File: config.mk
export PLATFORM = sky130hd
export DESIGN_NAME = uart_flash_cmd_flat
export DESIGN_NICKNAME = d
export VERILOG_FILES = /design/src/rtl/uart_flash_cmd_pkg.sv /design/src/rtl/uart_flash_cmd_if.sv /design/src/rtl/uart_flash_cmd.sv /design/src/flat_wrapper.sv
export SDC_FILE = /design/constraint.sdc
export NUM_CORES = 1
export LEC_CHECK = 0
export BUFFER_PORTS_ARGS = -buffer_cell sky130_fd_sc_hd__buf_4
export CAP_MARGIN = 40
export CORE_MARGIN = 3
export CORE_UTILIZATION = 54
export CTS_BUF_LIST = sky130_fd_sc_hd__clkbuf_4
export CTS_CLUSTER_DIAMETER = 100
export CTS_CLUSTER_SIZE = 14
export DETAILED_ROUTE_END_ITERATION = 12
export GPL_TIMING_DRIVEN = 1
export PLACE_DENSITY = 0.76
export SETUP_SLACK_MARGIN = 0.1
export SYNTH_ARGS = -nofsm -noshare
export SYNTH_HDL_FRONTEND = slang
export SYNTH_SLANG_ARGS = --single-unit
File: constraint.sdc
create_clock -name clk -period 2.05 [get_ports clk]
set_input_delay 0.41 -clock clk [delete_from_list [all_inputs] [get_ports clk]]
set_output_delay 0.41 -clock clk [all_outputs]
set_load 0.02 [all_outputs]
File: src/rtl/uart_flash_cmd_pkg.sv
// Shared types and helpers for the ASCII flash-read command front-end.
//   state_t      : command FSM states
//   CMD_READ_*   : read command letters ('R' / 'r')
//   CHR_*        : line terminators and abort byte
//   hex_nibble() : ASCII hex digit -> {valid, nibble}
package flash_cmd_pkg;

    typedef enum logic [2:0] {
        ST_IDLE,
        ST_ADDR,
        ST_LEN,
        ST_EOL,
        ST_RD,
        ST_WAIT,
        ST_SEND
    } state_t;

    localparam logic [7:0] CMD_READ_UC = 8'h52;
    localparam logic [7:0] CMD_READ_LC = 8'h72;
    localparam logic [7:0] CHR_CR      = 8'h0D;
    localparam logic [7:0] CHR_LF      = 8'h0A;
    localparam logic [7:0] CHR_ESC     = 8'h1B;

    // Returns {1'b1, value} for '0'-'9', 'A'-'F', 'a'-'f'; {1'b0, 4'h0} otherwise.
    function automatic logic [4:0] hex_nibble(input logic [7:0] b);
        logic [4:0] r;
        r = 5'h00;
        if (b >= 8'h30 && b <= 8'h39) begin
            r = {1'b1, 4'(b - 8'h30)};
        end else if (b >= 8'h41 && b <= 8'h46) begin
            r = {1'b1, 4'(b - 8'h37)};
        end else if (b >= 8'h61 && b <= 8'h66) begin
            r = {1'b1, 4'(b - 8'h57)};
        end
        return r;
    endfunction

endpackage

File: src/rtl/uart_flash_cmd_if.sv
// Bundle of the rx byte stream, flash-reader request/response and tx byte stream.
//   slave  : the command block (consumes rx, drives spi request and out stream)
//   master : the surrounding system (uart_rx, flash reader, tx adapter)
interface uart_flash_cmd_if #(
    parameter int unsigned ADDR_W = 24
) ();
    logic              rx_valid;
    logic [7:0]        rx_data;
    logic              rx_read;
    logic              spi_read;
    logic [ADDR_W-1:0] spi_addr;
    logic              spi_ready;
    logic [7:0]        spi_data;
    logic              out_valid;
    logic [7:0]        out_data;
    logic              out_ready;
    logic              busy;
    logic              err;

    modport slave (
        input  rx_valid, rx_data, spi_ready, spi_data, out_ready,
        output rx_read, spi_read, spi_addr, out_valid, out_data, busy, err
    );

    modport master (
        output rx_valid, rx_data, spi_ready, spi_data, out_ready,
        input  rx_read, spi_read, spi_addr, out_valid, out_data, busy, err
    );
endinterface

File: src/rtl/uart_flash_cmd.sv
// Parses "R<addr hex><len hex><CR|LF>" from the rx byte stream, issues len
// sequential single-byte flash reads and forwards each byte on the out stream.
//   clk, rst : clock, synchronous active-high reset
//   bus      : rx stream in, flash read request/response, out stream, busy/err
module uart_flash_cmd
    import flash_cmd_pkg::*;
#(
    parameter int unsigned ADDR_W = 24,
    parameter int unsigned LEN_W  = 8
) (
    input  logic clk,
    input  logic rst,
    uart_flash_cmd_if.slave bus
);

    localparam int unsigned ADDR_DIGITS = ADDR_W / 4;
    localparam int unsigned LEN_DIGITS  = LEN_W / 4;
    localparam int unsigned MAX_DIGITS  = (ADDR_DIGITS > LEN_DIGITS) ? ADDR_DIGITS : LEN_DIGITS;
    localparam int unsigned CNT_W       = $clog2(MAX_DIGITS + 1);
    localparam logic [LEN_W:0] FULL_LEN = {1'b1, {LEN_W{1'b0}}};

    state_t            state_q, state_d;
    logic [ADDR_W-1:0] addr_q, addr_d;
    logic [LEN_W-1:0]  len_q, len_d;
    logic [CNT_W-1:0]  dcnt_q, dcnt_d;
    logic [LEN_W:0]    remain_q, remain_d;
    logic              abort_q, abort_d;
    logic              spi_read_q, spi_read_d;
    logic [ADDR_W-1:0] spi_addr_q, spi_addr_d;
    logic              out_valid_q, out_valid_d;
    logic [7:0]        out_data_q, out_data_d;
    logic              busy_q, busy_d;
    logic              err_q, err_d;

    logic [4:0]        hex;
    logic              esc_now;
    logic              abort_now;

    assign hex     = hex_nibble(bus.rx_data);
    assign esc_now = bus.rx_valid && (bus.rx_data == CHR_ESC);
    // An ESC arriving in the very cycle of the final transfer still aborts.
    assign abort_now = abort_q || esc_now;

    // Every rx byte is taken the cycle it is offered.
    assign bus.rx_read   = bus.rx_valid & ~rst;
    assign bus.spi_read  = spi_read_q;
    assign bus.spi_addr  = spi_addr_q;
    assign bus.out_valid = out_valid_q;
    assign bus.out_data  = out_data_q;
    assign bus.busy      = busy_q;
    assign bus.err       = err_q;

    // State and output registers.
    always_ff @(posedge clk) begin
        if (rst) begin
            state_q     <= ST_IDLE;
            addr_q      <= '0;
            len_q       <= '0;
            dcnt_q      <= '0;
            remain_q    <= '0;
            abort_q     <= 1'b0;
            spi_read_q  <= 1'b0;
            spi_addr_q  <= '0;
            out_valid_q <= 1'b0;
            out_data_q  <= '0;
            busy_q      <= 1'b0;
            err_q       <= 1'b0;
        end else begin
            state_q     <= state_d;
            addr_q      <= addr_d;
            len_q       <= len_d;
            dcnt_q      <= dcnt_d;
            remain_q    <= remain_d;
            abort_q     <= abort_d;
            spi_read_q  <= spi_read_d;
            spi_addr_q  <= spi_addr_d;
            out_valid_q <= out_valid_d;
            out_data_q  <= out_data_d;
            busy_q      <= busy_d;
            err_q       <= err_d;
        end
    end

    // Next-state and next-output logic.
    always_comb begin
        state_d     = state_q;
        addr_d      = addr_q;
        len_d       = len_q;
        dcnt_d      = dcnt_q;
        remain_d    = remain_q;
        abort_d     = abort_q;
        spi_read_d  = 1'b0;
        spi_addr_d  = spi_addr_q;
        out_valid_d = out_valid_q;
        out_data_d  = out_data_q;
        busy_d      = busy_q;
        err_d       = 1'b0;

        case (state_q)
            ST_IDLE: begin
                if (bus.rx_valid && (bus.rx_data == CMD_READ_UC || bus.rx_data == CMD_READ_LC)) begin
                    state_d = ST_ADDR;
                    dcnt_d  = '0;
                end
            end
            ST_ADDR: begin
                if (bus.rx_valid) begin
                    if (hex[4]) begin
                        addr_d = {addr_q[ADDR_W-5:0], hex[3:0]};
                        if (dcnt_q == CNT_W'(ADDR_DIGITS - 1)) begin
                            state_d = ST_LEN;
                            dcnt_d  = '0;
                        end else begin
                            dcnt_d = dcnt_q + CNT_W'(1);
                        end
                    end else begin
                        err_d   = 1'b1;
                        state_d = ST_IDLE;
                    end
                end
            end
            ST_LEN: begin
                if (bus.rx_valid) begin
                    if (hex[4]) begin
                        len_d = {len_q[LEN_W-5:0], hex[3:0]};
                        if (dcnt_q == CNT_W'(LEN_DIGITS - 1)) begin
                            state_d = ST_EOL;
                            dcnt_d  = '0;
                        end else begin
                            dcnt_d = dcnt_q + CNT_W'(1);
                        end
                    end else begin
                        err_d   = 1'b1;
                        state_d = ST_IDLE;
                    end
                end
            end
            ST_EOL: begin
                if (bus.rx_valid) begin
                    if (bus.rx_data == CHR_CR || bus.rx_data == CHR_LF) begin
                        // Request for the first byte goes out in the RD cycle.
                        state_d    = ST_RD;
                        busy_d     = 1'b1;
                        spi_read_d = 1'b1;
                        spi_addr_d = addr_q;
                        remain_d   = (len_q == '0) ? FULL_LEN : {1'b0, len_q};
                        abort_d    = 1'b0;
                    end else begin
                        err_d   = 1'b1;
                        state_d = ST_IDLE;
                    end
                end
            end
            ST_RD: begin
                if (esc_now) abort_d = 1'b1;
                state_d = ST_WAIT;
            end
            ST_WAIT: begin
                if (esc_now) abort_d = 1'b1;
                if (bus.spi_ready) begin
                    out_data_d  = bus.spi_data;
                    out_valid_d = 1'b1;
                    state_d     = ST_SEND;
                end
            end
            ST_SEND: begin
                if (esc_now) abort_d = 1'b1;
                if (out_valid_q && bus.out_ready) begin
                    out_valid_d = 1'b0;
                    remain_d    = remain_q - (LEN_W+1)'(1);
                    spi_addr_d  = spi_addr_q + ADDR_W'(1);
                    if (abort_now) begin
                        err_d   = 1'b1;
                        busy_d  = 1'b0;
                        abort_d = 1'b0;
                        state_d = ST_IDLE;
                    end else if (remain_q == (LEN_W+1)'(1)) begin
                        busy_d  = 1'b0;
                        state_d = ST_IDLE;
                    end else begin
                        spi_read_d = 1'b1;
                        state_d    = ST_RD;
                    end
                end
            end
            default: state_d = ST_IDLE;
        endcase
    end

endmodule
File: src/flat_wrapper.sv
// flat-port wrapper written by rule: the top's interface ports become plain ports
module uart_flash_cmd_flat import flash_cmd_pkg::*;
#(
    parameter int unsigned ADDR_W = 24,
    parameter int unsigned LEN_W  = 8
)
  (clk, rst, bus_rx_valid, bus_rx_data, bus_spi_ready, bus_spi_data, bus_out_ready, bus_rx_read, bus_spi_read, bus_spi_addr, bus_out_valid, bus_out_data, bus_busy, bus_err);
  uart_flash_cmd_if #(.ADDR_W(ADDR_W)) bus_i ();
  input  logic clk;
  input  logic rst;
  input wire logic [$bits(bus_i.rx_valid)-1:0] bus_rx_valid;
  input wire logic [$bits(bus_i.rx_data)-1:0] bus_rx_data;
  input wire logic [$bits(bus_i.spi_ready)-1:0] bus_spi_ready;
  input wire logic [$bits(bus_i.spi_data)-1:0] bus_spi_data;
  input wire logic [$bits(bus_i.out_ready)-1:0] bus_out_ready;
  output wire logic [$bits(bus_i.rx_read)-1:0] bus_rx_read;
  output wire logic [$bits(bus_i.spi_read)-1:0] bus_spi_read;
  output wire logic [$bits(bus_i.spi_addr)-1:0] bus_spi_addr;
  output wire logic [$bits(bus_i.out_valid)-1:0] bus_out_valid;
  output wire logic [$bits(bus_i.out_data)-1:0] bus_out_data;
  output wire logic [$bits(bus_i.busy)-1:0] bus_busy;
  output wire logic [$bits(bus_i.err)-1:0] bus_err;
  assign bus_i.rx_valid = bus_rx_valid;
  assign bus_i.rx_data = bus_rx_data;
  assign bus_i.spi_ready = bus_spi_ready;
  assign bus_i.spi_data = bus_spi_data;
  assign bus_i.out_ready = bus_out_ready;
  assign bus_rx_read = bus_i.rx_read;
  assign bus_spi_read = bus_i.spi_read;
  assign bus_spi_addr = bus_i.spi_addr;
  assign bus_out_valid = bus_i.out_valid;
  assign bus_out_data = bus_i.out_data;
  assign bus_busy = bus_i.busy;
  assign bus_err = bus_i.err;
  uart_flash_cmd #(.ADDR_W(ADDR_W), .LEN_W(LEN_W)) u_core (.clk(clk), .rst(rst), .bus(bus_i));
endmodule
== Word level (Yosys, flattened, before mapping) ==
Cells that the tools add are included.

* Logic and storage cells: 140
* Input port bits: 21
* Register bits: 84
* Output and inout bits: 37

* Equality and inequality tests: 26
* Reduce and logical (&&, ||, !) cells: 26
* $lt $le $gt $ge: 6
* $add $sub $neg: 6
* Bitwise operators: 2
* Mux-type cells: 62

{| class="wikitable"
|+ Operators with widths
! cell !! number
|-
| $mux W24 || 3
|-
| $mux W3 || 20
|-
| $pmux W24 S2 || 1
|-
| $mux W9 || 4
|-
| $add A24 B1 Y24 const B || 1
|-
| $mux W1 || 23
|-
| $pmux W3 S7 || 1
|-
| $pmux W9 S2 || 1
|-
| $eq A8 B4 Y1 const B || 2
|-
| $eq A8 B7 Y1 const B || 2
|-
| $ge A8 B7 Y1 const B || 2
|-
| $le A8 B7 Y1 const B || 2
|-
| $mux W5 || 3
|-
| $eq A3 B3 Y1 const B || 4
|-
| $reduce_and A3 Y1 || 4
|-
| $ne A2 B1 Y1 const B || 5
|-
| $eq A9 B1 Y1 const B || 1
|-
| $pmux W3 S3 || 1
|-
| $sub A9 B1 Y9 const B || 1
|-
| $eq A8 B5 Y1 const B || 1
|-
| $ge A8 B6 Y1 const B || 1
|-
| $le A8 B6 Y1 const B || 1
|-
| $logic_not A8 Y1 || 1
|-
| $ne A2 B2 Y1 const B || 4
|-
| 22 further kinds || 39
|}

== Depth between registers and ports, before layout ==
* Depth in word-level cells: 8
* Mapped depth: 8
* Depth with buffers taken out: 7

== Least setup slack after synthesis ==
Ideal clock, no wire load.

* Kind: in2reg
* Start: input port bus_rx_data[1]
* End: register u_core.len_q[4]
* Library setup time: 0.128 ns
* Stages on the path: 8
* Buffers on the path: 1
* Slack: 0.040 ns
* Data arrival time: 1.882 ns
* Path through: inv_1 -> ha_1 -> nor3b_1 -> and4bb_2 -> o2111ai_1 -> buf_4 -> mux2i_1 -> nor2_1

* Longest elaborated chain between the ends: 6
* Elaborated cells on any way between the ends: 13
* Those cells by class: order compare (6); mux (3); reduce/logical (4)

{| class="wikitable"
|+ RTL lines
! element !! line !! text
|-
| from (decl) || flat_wrapper.sv:12 || <nowiki>input wire logic [$bits(bus_i.rx_data)-1:0] bus_rx_data;</nowiki>
|-
| $ge A8 B7 Y1 / $le A8 B7 Y1 (equally long branches) || uart_flash_cmd_pkg.sv:32 || <nowiki>end else if (b >= 8'h61 && b <= 8'h66) begin</nowiki>
|-
| $logic_and A1 B1 Y1 || uart_flash_cmd_pkg.sv:32 ||
|-
| $mux W5 || uart_flash_cmd_pkg.sv:32 ||
|-
| $mux W5 || uart_flash_cmd_pkg.sv:30 || <nowiki>end else if (b >= 8'h41 && b <= 8'h46) begin</nowiki>
|-
| $mux W5 * || uart_flash_cmd_pkg.sv:28 || <nowiki>if (b >= 8'h30 && b <= 8'h39) begin</nowiki>
|-
| $reduce_and A3 Y1 (no source line) * || n/a ||
|-
| to (signal assigned) || uart_flash_cmd.sv:71 || <nowiki>len_q <= len_d;</nowiki>
|-
| to (decl) || uart_flash_cmd.sv:24 || <nowiki>logic [LEN_W-1:0] len_q, len_d;</nowiki>
|}

Every way passes the cells marked *; elsewhere a longest branch is shown, timed or not.
A chain may end at the register's enable or synchronous reset.

== Worst setup path after layout ==
* Start: register u_core.state_q[0]
* End: register u_core.spi_addr_q[21], in the netlist u_core.bus.spi_addr[21]

* Longest elaborated chain between the ends: 3
* Elaborated cells on any way between the ends: 8
* Those cells by class: eq/ne (5); mux (1); reduce/logical (2)

{| class="wikitable"
|+ RTL lines
! element !! line !! text
|-
| from (decl) || uart_flash_cmd.sv:22 || <nowiki>state_t state_q, state_d;</nowiki>
|-
| from (signal assigned) || uart_flash_cmd.sv:69 || <nowiki>state_q <= state_d;</nowiki>
|-
| $eq A3 B2 Y1 / $eq A3 B3 Y1 (equally long branches) || uart_flash_cmd.sv:99 || <nowiki>case (state_q)</nowiki>
|-
| $ne A2 B1 Y1 (no source line) (tied with other cells) || n/a ||
|-
| $reduce_and A4 Y1 (no source line) || n/a ||
|-
| to (signal assigned) || uart_flash_cmd.sv:76 || <nowiki>spi_addr_q <= spi_addr_d;</nowiki>
|-
| to (decl) || uart_flash_cmd.sv:29 || <nowiki>logic [ADDR_W-1:0] spi_addr_q, spi_addr_d;</nowiki>
|}

Parallel ways exist; a longest one is shown, timed or not.

==> results by group <==
Pwr
  – Pleak: ~2.1 nW
  – Power per cell area: 498 nW/um2
  – Pwr Total: approximately 2.7 mW
  – Peak supply drop: 0.410 mV

Setup path
  – CP Max Fanout: 12
  – Cell breakdown of the critical path: and4bb_2 > and3_1 > a31oi_4 > buf_12 > o21ba_2 > a2111oi_2
  – Worst setup EP type: register
  – Crit path max-delay family: compound AO/OA/AOI/OAI gates
  – CP Launch Type: register
  – Crit path buf inv count: 1
  – Setup CP Type: register to register
  – CP arrival: roughly 2200 ps
  – Slowest cell on crit path: dfxtp_1
  – Critical Path RT: 2380 ps
  – Peak per-stage delay on the critical path: between 400 and 500 ps

Floorplanning
  – I/O pins: 58
  – Die height: between 90 and 100 um
  – Total core area: slightly below 8000 um2
  – Die ar.: 9490 um2
  – Die Wd: ~97 um
  – Cell row count: 32
  – Initial Util: 0.569

GRT
  – Largest net degree at the start of global routing: 63
  – Vias in the first global route: approximately 4,200
  – Global route overflow: 0
  – First-pass GRT wire length: a little over 20,000 um
  – Initial antenna violation count: 0
  – Tot GR Track Use: 0.255

Flow run
  – Maxcap violations: 0

Finish
  – Share of cells above drive strength 1: 0.247
  – Design Area, Final: around 5500 um2
  – Layout area overhead: 22.3%
  – # diodes: 0
  – Nets: about 670

Placement
  – GP Congestion: just under 0.9
  – # port buffers: 57
  – Placed cell area: ~5300 um2
  – Post-DP HPWL: just under 9000 um

Clocking
  – Clock tree root driver cell: clkbuf_4
  – # H-tree levels: 3
  – Clk_lat worst skew: approximately 440 ps
  – Max clock buf depth: 2
  – Post-CTS Setup Inserts: 0
  – CTS sink cnt: 84
  – Clock transition at path regs: 140 ps
  – CTS buffer count: 9
  – CTS tree: yes
  – CTS Hold Buffers Added: 0

STA
  – Max-slew violation count: 0
  – Final hold vios: 0
  – Fmax: roughly 540 MHz
  – RSZ-0062 raised after global routing: yes
  – Skew final: roughly 20 ps
  – Final worst path period need: around 1900 ps
  – Final setup violation count: 0
  – Final period utilization: 0.910
  – Worst-margin pin slew: 429 ps
  – Worst rel slew slack: 0.713

Synthesis
  – Syn. warnings: 0
  – Synth Cell Area: between 4000 and 5000 um2
  – Syn Area/Cell: roughly 8.0 um2
  – Cell count after synthesis: 564
  – FF+latch count, synth: 84
  – Number of flops mapped to enable cells by yosys: 0
  – Post-synth cell types: between 70 and 80
  – Async S/R FF share, synth: 0
  – Synth Net Count: a little under 600
  – Sequential-to-total area share from yosys stat: 0.373
  – Ys flop type: dfxtp_1

Min path
  – Type of the most critical hold path: input pin to register

Detailed routing
  – Via density: approximately 6.0
  – DRC errors left: 0
  – Drt wl/cell: 16.3 um
  – 1st-iter DRT viols: 339
  – Total number of vias: about 4,500
  – Pre-antenna DRT Iters: 7
  – Routed wire length: approximately 12,000 um
  – Routed Antenna Nets: 0

Run status
  – Status: finished clean
## repair_timing
action	CTS	global route
pin swaps	0	2
resized for setup	0	11
endpoints found under the setup margin	1	23
## through the flow
step                      hold slack (ps)  cells  worst slack, ps  utilization  TNS (ps)
after floorplan                       433    564             40.1            -         0
after global placement                442    735             -141        0.671     -4150
after detailed placement              447    735             -266        0.671     -7300
after CTS                             184    751              100        0.689         0
after global routing                  187    751             97.5        0.696         0
final                                 204    751              185        0.696         0
## flip-flops by register name, summed over array words and instances (netlist names)
signal                flops
u_core.bus.out_valid      1
u_core.bus.busy           1
u_core.state_q            3
u_core.addr_q            24
u_core.bus.spi_addr      24
u_core.len_q              8
u_core.bus.spi_read       1
u_core.dcnt_q             3
u_core.remain_q           9
u_core.bus.err            1
u_core.bus.out_data       8
u_core.abort_q            1
## routing by layer
metal | global-route usage | up-vias | share of wire
li1 | - | 2210 | -
met5 | 0 | - | 0
met4 | 0.0671 | 0 | 0.016
met1 | 0.347 | 2098 | 0.44
met3 | 0.0503 | 21 | 0.065
met2 | 0.413 | 180 | 0.48
## cell usage in the layout (no fill, tap or decap), drive strengths merged, types with 4 or more instances in the layout
cell type,netlist,final
a211oi,12,12
a21o,4,4
a21oi,75,75
a31o,5,5
a31oi,5,5
and2,8,8
and3,4,4
buf,21,107
clkbuf,17,10
clkinv,0,4
dfxtp,84,84
ha,7,7
inv,13,13
mux2i,6,6
nand2,95,95
nand2b,4,4
nand3,23,23
nand4,8,8
nor2,37,37
nor3,18,18
nor3b,4,4
nor4,4,4
nor4b,4,4
o211ai,4,4
o21ai,36,36
o221a,4,4
o31ai,6,6
or3,4,4
## worst paths after layout
path,startpoint,to,slack (ps),cells after the start
max,u_core.state_q[0],u_core.bus.spi_addr[21],180,6
min,bus_spi_data[0],u_core.bus.out_data[0],200,3
max reg2reg,u_core.state_q[0],u_core.bus.spi_addr[21],180,6
min reg2reg,u_core.bus.out_data[1],u_core.bus.out_data[1],460,2
## synth_stat cells (6+ instances only)
cell type  number  area share
nand2_1        95       0.079
dfxtp_1        84        0.37
a21oi_1        75       0.083
nor2_1         36       0.030
o21ai_0        36       0.040
nand3_1        23       0.026
clkbuf_1       17       0.014
nor3_1         17       0.019
inv_1          13       0.011
a211oi_1       12       0.020
buf_2           9       0.010
and2_1          8       0.011
ha_1            7       0.019
mux2i_1         6       0.013
nand4_1         6      0.0083
## worst reg2reg max path: cells and delay by family, from the launching register on
family | cells | cell delay [ps]
AOI/OAI and AO/OA | 3 | 650
and+or+nand+nor | 2 | 520
DFF | 1 | 410
buffers and inverters | 1 | 190
## power by group
part | internal [mW] | leakage (nW) | switching, mW | total, mW
Combinational | 0.0687 | 1.32 | 0.0814 | 0.150
Clock | 0.386 | 0.0763 | 0.581 | 0.967
Sequential | 1.63 | 0.677 | 0.000273 | 1.63
Total | 2.09 | 2.07 | 0.662 | 2.75
## kinds of logic after synthesis
kind of cell / share of synthesized area
buf+inv: 0.0541
xor+xnor: 0.00583
fa+ha+maj: 0.0194
mux: 0.0158
flops: 0.373
simple gates: 0.265
compound gates: 0.267
## cell type report
cell class,count,area [um2]
timing repair buffer,107,878
inverter,13,48.8
fill,639,2410
clock inverter,6,65.1
multi-input combinational,429,2640
sequential,84,1680
tap,102,128
clock buffer,10,75.1
Note: power is estimated with default switching activity, not from simulation.
